**config.mk**
```make
export PLATFORM = sky130hd
export DESIGN_NAME = uart_tx_arbiter
export DESIGN_NICKNAME = d
export VERILOG_FILES = /design/src/rtl/uart_pkg.sv /design/src/rtl/rr_arbiter.sv /design/src/rtl/uart_tx_arbiter.sv
export SDC_FILE = /design/constraint.sdc
export NUM_CORES = 1
export LEC_CHECK = 0
export CORE_AREA = 2 2 61 63
export CTS_BUF_LIST = sky130_fd_sc_hd__clkbuf_4
export CTS_CLUSTER_SIZE = 20
export DETAILED_ROUTE_END_ITERATION = 12
export DIE_AREA = 0 0 63 65
export PLACE_DENSITY = 0.79
export SETUP_SLACK_MARGIN = 0.1
export SYNTH_ARGS = -nofsm -noshare
export SYNTH_HDL_FRONTEND = slang
export SYNTH_HIERARCHICAL = 1
export SYNTH_SLANG_ARGS = --single-unit
```
**constraint.sdc**
```tcl
create_clock -name clock -period 3.4 [get_ports clock]
set_input_delay 0.51 -clock clock [delete_from_list [all_inputs] [get_ports clock]]
set_output_delay 0.51 -clock clock [all_outputs]
set_load 0.01 [all_outputs]
```
**src/rtl/uart_pkg.sv**
```systemverilog
`default_nettype none
// ============================================================================
// Module      : uart_pkg
// Description : Shared types, baud-select encodings and helpers for the
//               shared UART transmitter.
// Revision    : 1.0 - initial release
// ============================================================================
package uart_pkg;

    typedef enum logic [2:0] {
        IDLE  = 3'd0,
        ALIGN = 3'd1,
        START = 3'd2,
        DATA  = 3'd3,
        STOP  = 3'd4
    } uart_state_e;

    localparam logic [2:0] BAUD_SEL_9600   = 3'b001;
    localparam logic [2:0] BAUD_SEL_57600  = 3'b010;
    localparam logic [2:0] BAUD_SEL_115200 = 3'b100;

    function automatic logic is_onehot3(input logic [2:0] v);
        return (v == BAUD_SEL_9600) || (v == BAUD_SEL_57600) || (v == BAUD_SEL_115200);
    endfunction

endpackage
`default_nettype wire

```
**src/rtl/rr_arbiter.sv**
```systemverilog
`default_nettype none
// ============================================================================
// Module      : rr_arbiter
// Description : Combinational round-robin pick; searches upward from
//               last_grant+1 and wraps modulo NUM_REQ.
// Revision    : 1.0 - initial release
// ============================================================================
module rr_arbiter #(
    parameter int NUM_REQ = 3
) (
    input  logic [NUM_REQ-1:0]         req,
    input  logic [$clog2(NUM_REQ)-1:0] last_grant,
    output logic [NUM_REQ-1:0]         grant,
    output logic [$clog2(NUM_REQ)-1:0] grant_idx
);

    localparam int IDX_W = $clog2(NUM_REQ);

    logic             found;
    logic [IDX_W-1:0] idx;

    always_comb begin
        grant     = '0;
        grant_idx = '0;
        found     = 1'b0;
        idx       = '0;
        for (int off = 1; off <= NUM_REQ; off++) begin
            idx = IDX_W'((int'(last_grant) + off) % NUM_REQ);
            if (!found && req[idx]) begin
                found      = 1'b1;
                grant[idx] = 1'b1;
                grant_idx  = idx;
            end
        end
    end

endmodule
`default_nettype wire

```
**src/rtl/uart_tx_arbiter.sv**
```systemverilog
`default_nettype none
// ============================================================================
// Module      : uart_tx_arbiter
// Description : Round-robin sharing of one 8N1-style UART transmit line among
//               NUM_REQ byte requesters, with between-frame baud selection.
// Revision    : 1.0 - initial release
// ============================================================================
module uart_tx_arbiter
    import uart_pkg::*;
#(
    parameter int NUM_REQ   = 3,
    parameter int DATA_W    = 8,
    parameter int STOP_BITS = 1
) (
    input  logic                        clock,
    input  logic                        reset,
    input  logic [NUM_REQ-1:0]          req_valid,
    input  logic [NUM_REQ*DATA_W-1:0]   req_data,
    output logic [NUM_REQ-1:0]          req_ready,
    input  logic                        baud_tick,
    input  logic [2:0]                  baud_sel_in,
    output logic [2:0]                  baud_sel_out,
    output logic                        tx,
    output logic                        busy,
    output logic [$clog2(NUM_REQ)-1:0]  grant_id
);

    localparam int IDX_W = $clog2(NUM_REQ);
    localparam int CNT_W = $clog2(DATA_W + 1);

    uart_state_e       state_q,    state_d;
    logic [DATA_W-1:0] shreg_q,    shreg_d;
    logic [CNT_W-1:0]  bit_cnt_q,  bit_cnt_d;
    logic              stop_cnt_q, stop_cnt_d;
    logic [IDX_W-1:0]  grant_id_q, grant_id_d;
    logic [2:0]        baud_sel_q, baud_sel_d;
    logic              tx_q,       tx_d;

    logic [NUM_REQ-1:0] arb_grant;
    logic [IDX_W-1:0]   arb_idx;
    logic [DATA_W-1:0]  sel_data;

    rr_arbiter #(
        .NUM_REQ (NUM_REQ)
    ) u_rr_arbiter (
        .req        (req_valid),
        .last_grant (grant_id_q),
        .grant      (arb_grant),
        .grant_idx  (arb_idx)
    );

    always_comb begin
        sel_data = '0;
        for (int i = 0; i < NUM_REQ; i++) begin
            if (arb_grant[i]) begin
                sel_data = req_data[i*DATA_W +: DATA_W];
            end
        end
    end

    always_comb begin
        state_d    = state_q;
        shreg_d    = shreg_q;
        bit_cnt_d  = bit_cnt_q;
        stop_cnt_d = stop_cnt_q;
        grant_id_d = grant_id_q;
        baud_sel_d = baud_sel_q;
        tx_d       = tx_q;
        req_ready  = '0;

        case (state_q)
            IDLE: begin
                tx_d = 1'b1;
                if (is_onehot3(baud_sel_in)) begin
                    baud_sel_d = baud_sel_in;
                end
                // Ticks in the grant cycle are ignored: ALIGN only looks at later ones.
                if (|req_valid && !reset) begin
                    req_ready  = arb_grant;
                    shreg_d    = sel_data;
                    grant_id_d = arb_idx;
                    bit_cnt_d  = '0;
                    stop_cnt_d = 1'b0;
                    state_d    = ALIGN;
                end
            end
            ALIGN: begin
                if (baud_tick) begin
                    tx_d    = 1'b0;
                    state_d = START;
                end
            end
            START: begin
                if (baud_tick) begin
                    tx_d      = shreg_q[0];
                    shreg_d   = shreg_q >> 1;
                    bit_cnt_d = '0;
                    state_d   = DATA;
                end
            end
            DATA: begin
                if (baud_tick) begin
                    if (bit_cnt_q == CNT_W'(DATA_W - 1)) begin
                        tx_d       = 1'b1;
                        stop_cnt_d = 1'b0;
                        state_d    = STOP;
                    end else begin
                        tx_d      = shreg_q[0];
                        shreg_d   = shreg_q >> 1;
                        bit_cnt_d = bit_cnt_q + CNT_W'(1);
                    end
                end
            end
            STOP: begin
                if (baud_tick) begin
                    if (stop_cnt_q == 1'(STOP_BITS - 1)) begin
                        state_d = IDLE;
                    end else begin
                        stop_cnt_d = 1'b1;
                    end
                end
            end
            default: begin
                state_d = IDLE;
                tx_d    = 1'b1;
            end
        endcase
    end

    always_ff @(posedge clock or posedge reset) begin
        if (reset) begin
            state_q    <= IDLE;
            shreg_q    <= '0;
            bit_cnt_q  <= '0;
            stop_cnt_q <= 1'b0;
            grant_id_q <= IDX_W'(NUM_REQ - 1);
            baud_sel_q <= BAUD_SEL_9600;
            tx_q       <= 1'b1;
        end else begin
            state_q    <= state_d;
            shreg_q    <= shreg_d;
            bit_cnt_q  <= bit_cnt_d;
            stop_cnt_q <= stop_cnt_d;
            grant_id_q <= grant_id_d;
            baud_sel_q <= baud_sel_d;
            tx_q       <= tx_d;
        end
    end

    assign tx           = tx_q;
    assign busy         = (state_q != IDLE);
    assign grant_id     = grant_id_q;
    assign baud_sel_out = baud_sel_q;

endmodule
`default_nettype wire

```
==> results.txt <==
----------------------------------------------------
[Run status]
  Run status ... finished, final reports clean

[Min path]
  Type of the worst min-delay path ... flop to flop

[Synth]
  Yosys warnings ... 6
  Dominant synthesized flop cell ... sky130_fd_sc_hd__dfrtp_1
  Post-synthesis sequential area ratio ... 0.325
  Distinct cells, synth ... just under 50
  Mapped Nets ... 207
  Mapped Area ... 1630 um^2
  Mean instance size in the synthesized netlist ... around 9.6 um^2
  Count of state elements after synthesis ... 21
  Share of flip-flops with an asynchronous set or reset ... 1.00
  Number of enable flip-flop cells after synthesis ... 0
  Post-Syn Instances ... around 170

[Timing]
  Setup-failing EPs final ... 0
  Share of the clock period used by the worst path after layout ... 0.933
  Worst slew margin relative to its limit ... 0.466
  Highest attainable clock frequency ... between 300 and 400 MHz
  Final clock skew ... about 0.0013 ns
  Number of hold violations in the final report ... 0
  Unrepaired setup endpoints after global routing ... false
  Transition time at the pin with the least slew margin ... 0.800 ns
  Final min period ... between 3 and 4 ns
  Accumulated negative setup slack ... 0 ns
  Number of max-slew violations in the final report ... 0

[Routing]
  Number of iterations in the first detailed-routing pass ... 4
  Violation count after the first detailed-routing iteration ... around 150
  Vias per cell ... approximately 5.6
  Routed length per placed instance ... between 10 and 15 um
  Vias after detailed routing ... approximately 1500
  Routed WL ... approximately 3800 um
  Post-route antenna net violation count ... 0
  Count of unresolved DRC violations after routing ... 0

[Critical path]
  Arr. time, crit path ... ~2.7 ns
  Critical Path, Cell by Cell ... ha_2, mux2i_2, o21ai_4, o21ai_1, a21oi_1, and2_1, clkdlybuf4s50_1
  Worst-path fanout max ... 6
  Slowest cell on crit path ... sky130_fd_sc_hd__dfstp_2
  Setup Crit Path Kind ... flop to output pin
  Crit path buffers/inverters ... 1
  Required arrival time at the worst endpoint ... a little under 3 ns
  CP endpoint kind ... output pin
  Top Family by Delay on Critical Path ... flip-flops
  Delay of the slowest cell on the worst path ... about 0.6 ns
  Critical path startpoint category ... flop

[Floorplan]
  Number of placed I/O pins ... 43
  # rows ... 22
  Initial core utilization ... 0.466
  Placeable Area ... roughly 3500 um^2
  Die width ... ~63 um
  Die Ht ... around 65 um
  Total die area ... between 4000 and 5000 um^2

[GRT]
  Total congestion overflow after global routing ... 0
  First-pass GRT wire length ... between 6000 and 7000 um
  Total global routing track utilization ... 0.194
  Initial antenna violation count ... 0
  Via count of the first global-routing pass ... between 1000 and 1500
  Maximum number of pins on one net before global-route repair ... 22

[Clocking]
  Clock buffers created by TritonCTS ... 3
  TritonCTS sink count ... 21
  Clock edge transition at the registers on the reported setup and hold paths ... 0.12 ns
  Maximum buffer depth of the clock tree ... 2
  Clock tree from TritonCTS ... built
  Insertion delay of the later-clocked pin in the worst-skew pair ... about 0.30 ns
  Post-cts hold buffer count ... 0
  Level count of the clock H-tree ... 1
  Buffer type at the clock tree root ... sky130_fd_sc_hd__clkbuf_4

[Placed design]
  HPWL after DPL ... around 2800 um
  IO buf count ... 42
  Placer Congestion ... roughly 0.85

[Layout]
  Most frequent standard cell in the layout excluding fill and tap cells ... sky130_fd_sc_hd__clkdlybuf4s50_1
  Layout cells sized above 1 ... 0.184
  Layout Nets ... approximately 250
  Layout-stage area growth over the synthesis result ... 31.6%
  Top library cells by usage in the layout, fill and taps aside ... sky130_fd_sc_hd__clkdlybuf4s50_1 (41), sky130_fd_sc_hd__dfrtp_1 (18), sky130_fd_sc_hd__nand2_1 (13)
  Antenna diode count ... 0

[Power and ir drop]
  Leakage ... between 0.8 and 0.9 nW
  Power density over the cells ... ~760 nW/um^2
  Overall Power ... 0.00164 W
  VDD IR max ... 492 uV

[Run]
  Max-cap violations ... 0

----------------------------------------------------
[cells in the mapped netlist (all sizes together), types with 3 or more instances]
library cell	number	area, um^2
o31ai	9	67.6
o22ai	3	18.8
dfstp	3	78.8
inv	11	41.3
buf	7	56.3
o21ai	12	71.3
nor2	9	36.3
nand2	13	48.8
dfrtp	18	450
ha	5	62.6
mux2	12	165
a221oi	9	78.8
nor2b	10	62.6
a21oi	8	40.0
nor3	5	47.5
mux2i	3	30.0
and2	3	18.8
[registers in the layout, summed over array words and instances (netlist names)]
name / cells
tx: 1
shreg_q: 8
bit_cnt_q: 4
baud_sel_out: 3
grant_id: 2
state_q: 3
[power breakdown]
group	switching, W	total (W)	leakage [nW]	internal, W
Clock	0.0000787	0.000123	0.0177	0.0000439
Combinational	0.000530	0.00108	0.626	0.000551
Sequential	0.0000876	0.000434	0.255	0.000346
[tightest hold or removal path, cell delays in order (launching register included)]
cell,delay (ns)
sky130_fd_sc_hd__dfstp_2,0.40
sky130_fd_sc_hd__o21ai_0,0.07
sky130_fd_sc_hd__o31ai_1,0.07
[logic make-up (layout without fill, tap and decap cells)]
group                    count (synthesis)  in the layout  share of synthesized area
AO/OA/AOI/OAI                           52             52                      0.251
adder cells (fa/ha/maj)                  5              5                     0.0384
buffers and inverters                   20             63                     0.0645
XOR/XNOR                                 1              1                    0.00537
AND/OR/NAND/NOR                         55             55                      0.196
multiplexers                            15             15                      0.120
flip-flops                              21             21                      0.325
[stage by stage]
step | utilization | hold WS (ns) | cells | worst slack [ns] | area (um^2)
global placement | 0.592 | 0.495 | 253 | 0.306 | 2070
CTS | 0.600 | 0.520 | 257 | 0.119 | 2100
floorplan | - | 0.482 | 169 | 0.666 | 1630
global route | 0.614 | 0.548 | 260 | 0.0914 | 2150
detailed placement | 0.592 | 0.496 | 253 | 0.301 | 2070
finish | 0.614 | 0.524 | 260 | 0.227 | 2150
[per-layer routing]
metal | track usage | share of wire | up-vias
met5 | 0 | 0 | -
met2 | 0.335 | 0.50 | 31
met1 | 0.249 | 0.46 | 716
li1 | - | - | 707
met3 | 0.0417 | 0.031 | 4
met4 | 0.0444 | 0.012 | 0
[worst paths after layout]
check                      depth (start not counted)  slack, ns                     endpoint                   startpoint
min                                                2       0.52  baud_sel_out[0]$_DFFE_PP1P_  baud_sel_out[0]$_DFFE_PP1P_
max                                                7       0.23                 req_ready[0]      grant_id[1]$_DFFE_PP1P_
max reg2reg                                       10       0.53       shreg_q[2]$_DFFE_PP0P_      grant_id[1]$_DFFE_PP1P_
min in group asynchronous                          2       0.82      grant_id[0]$_DFFE_PP0P_                        reset
max in group asynchronous                          2       2.09     bit_cnt_q[2]$_DFFE_PP0P_                        reset
min reg2reg                                        2       0.52  baud_sel_out[0]$_DFFE_PP1P_  baud_sel_out[0]$_DFFE_PP1P_
[repair_timing]
action | 4_1_cts | 5_1_grt
endpoints found under the setup margin | 0 | 3
buffers inserted | 0 | 3
gates resized for setup | 0 | 5
[final cells by class]
| cell class | count | area, um^2 |
|---|---|---|
| Fill cell | 301 | 1350 |
| Multi-Input combinational cell | 128 | 1020 |
| Clock buffer | 3 | 22.5 |
| Timing Repair Buffer | 48 | 468 |
| Sequential cell | 21 | 529 |
| Tap cell | 48 | 60.1 |
| Clock inverter | 1 | 5.00 |
| Inverter | 11 | 41.3 |
(Power assumes the default switching activity.)
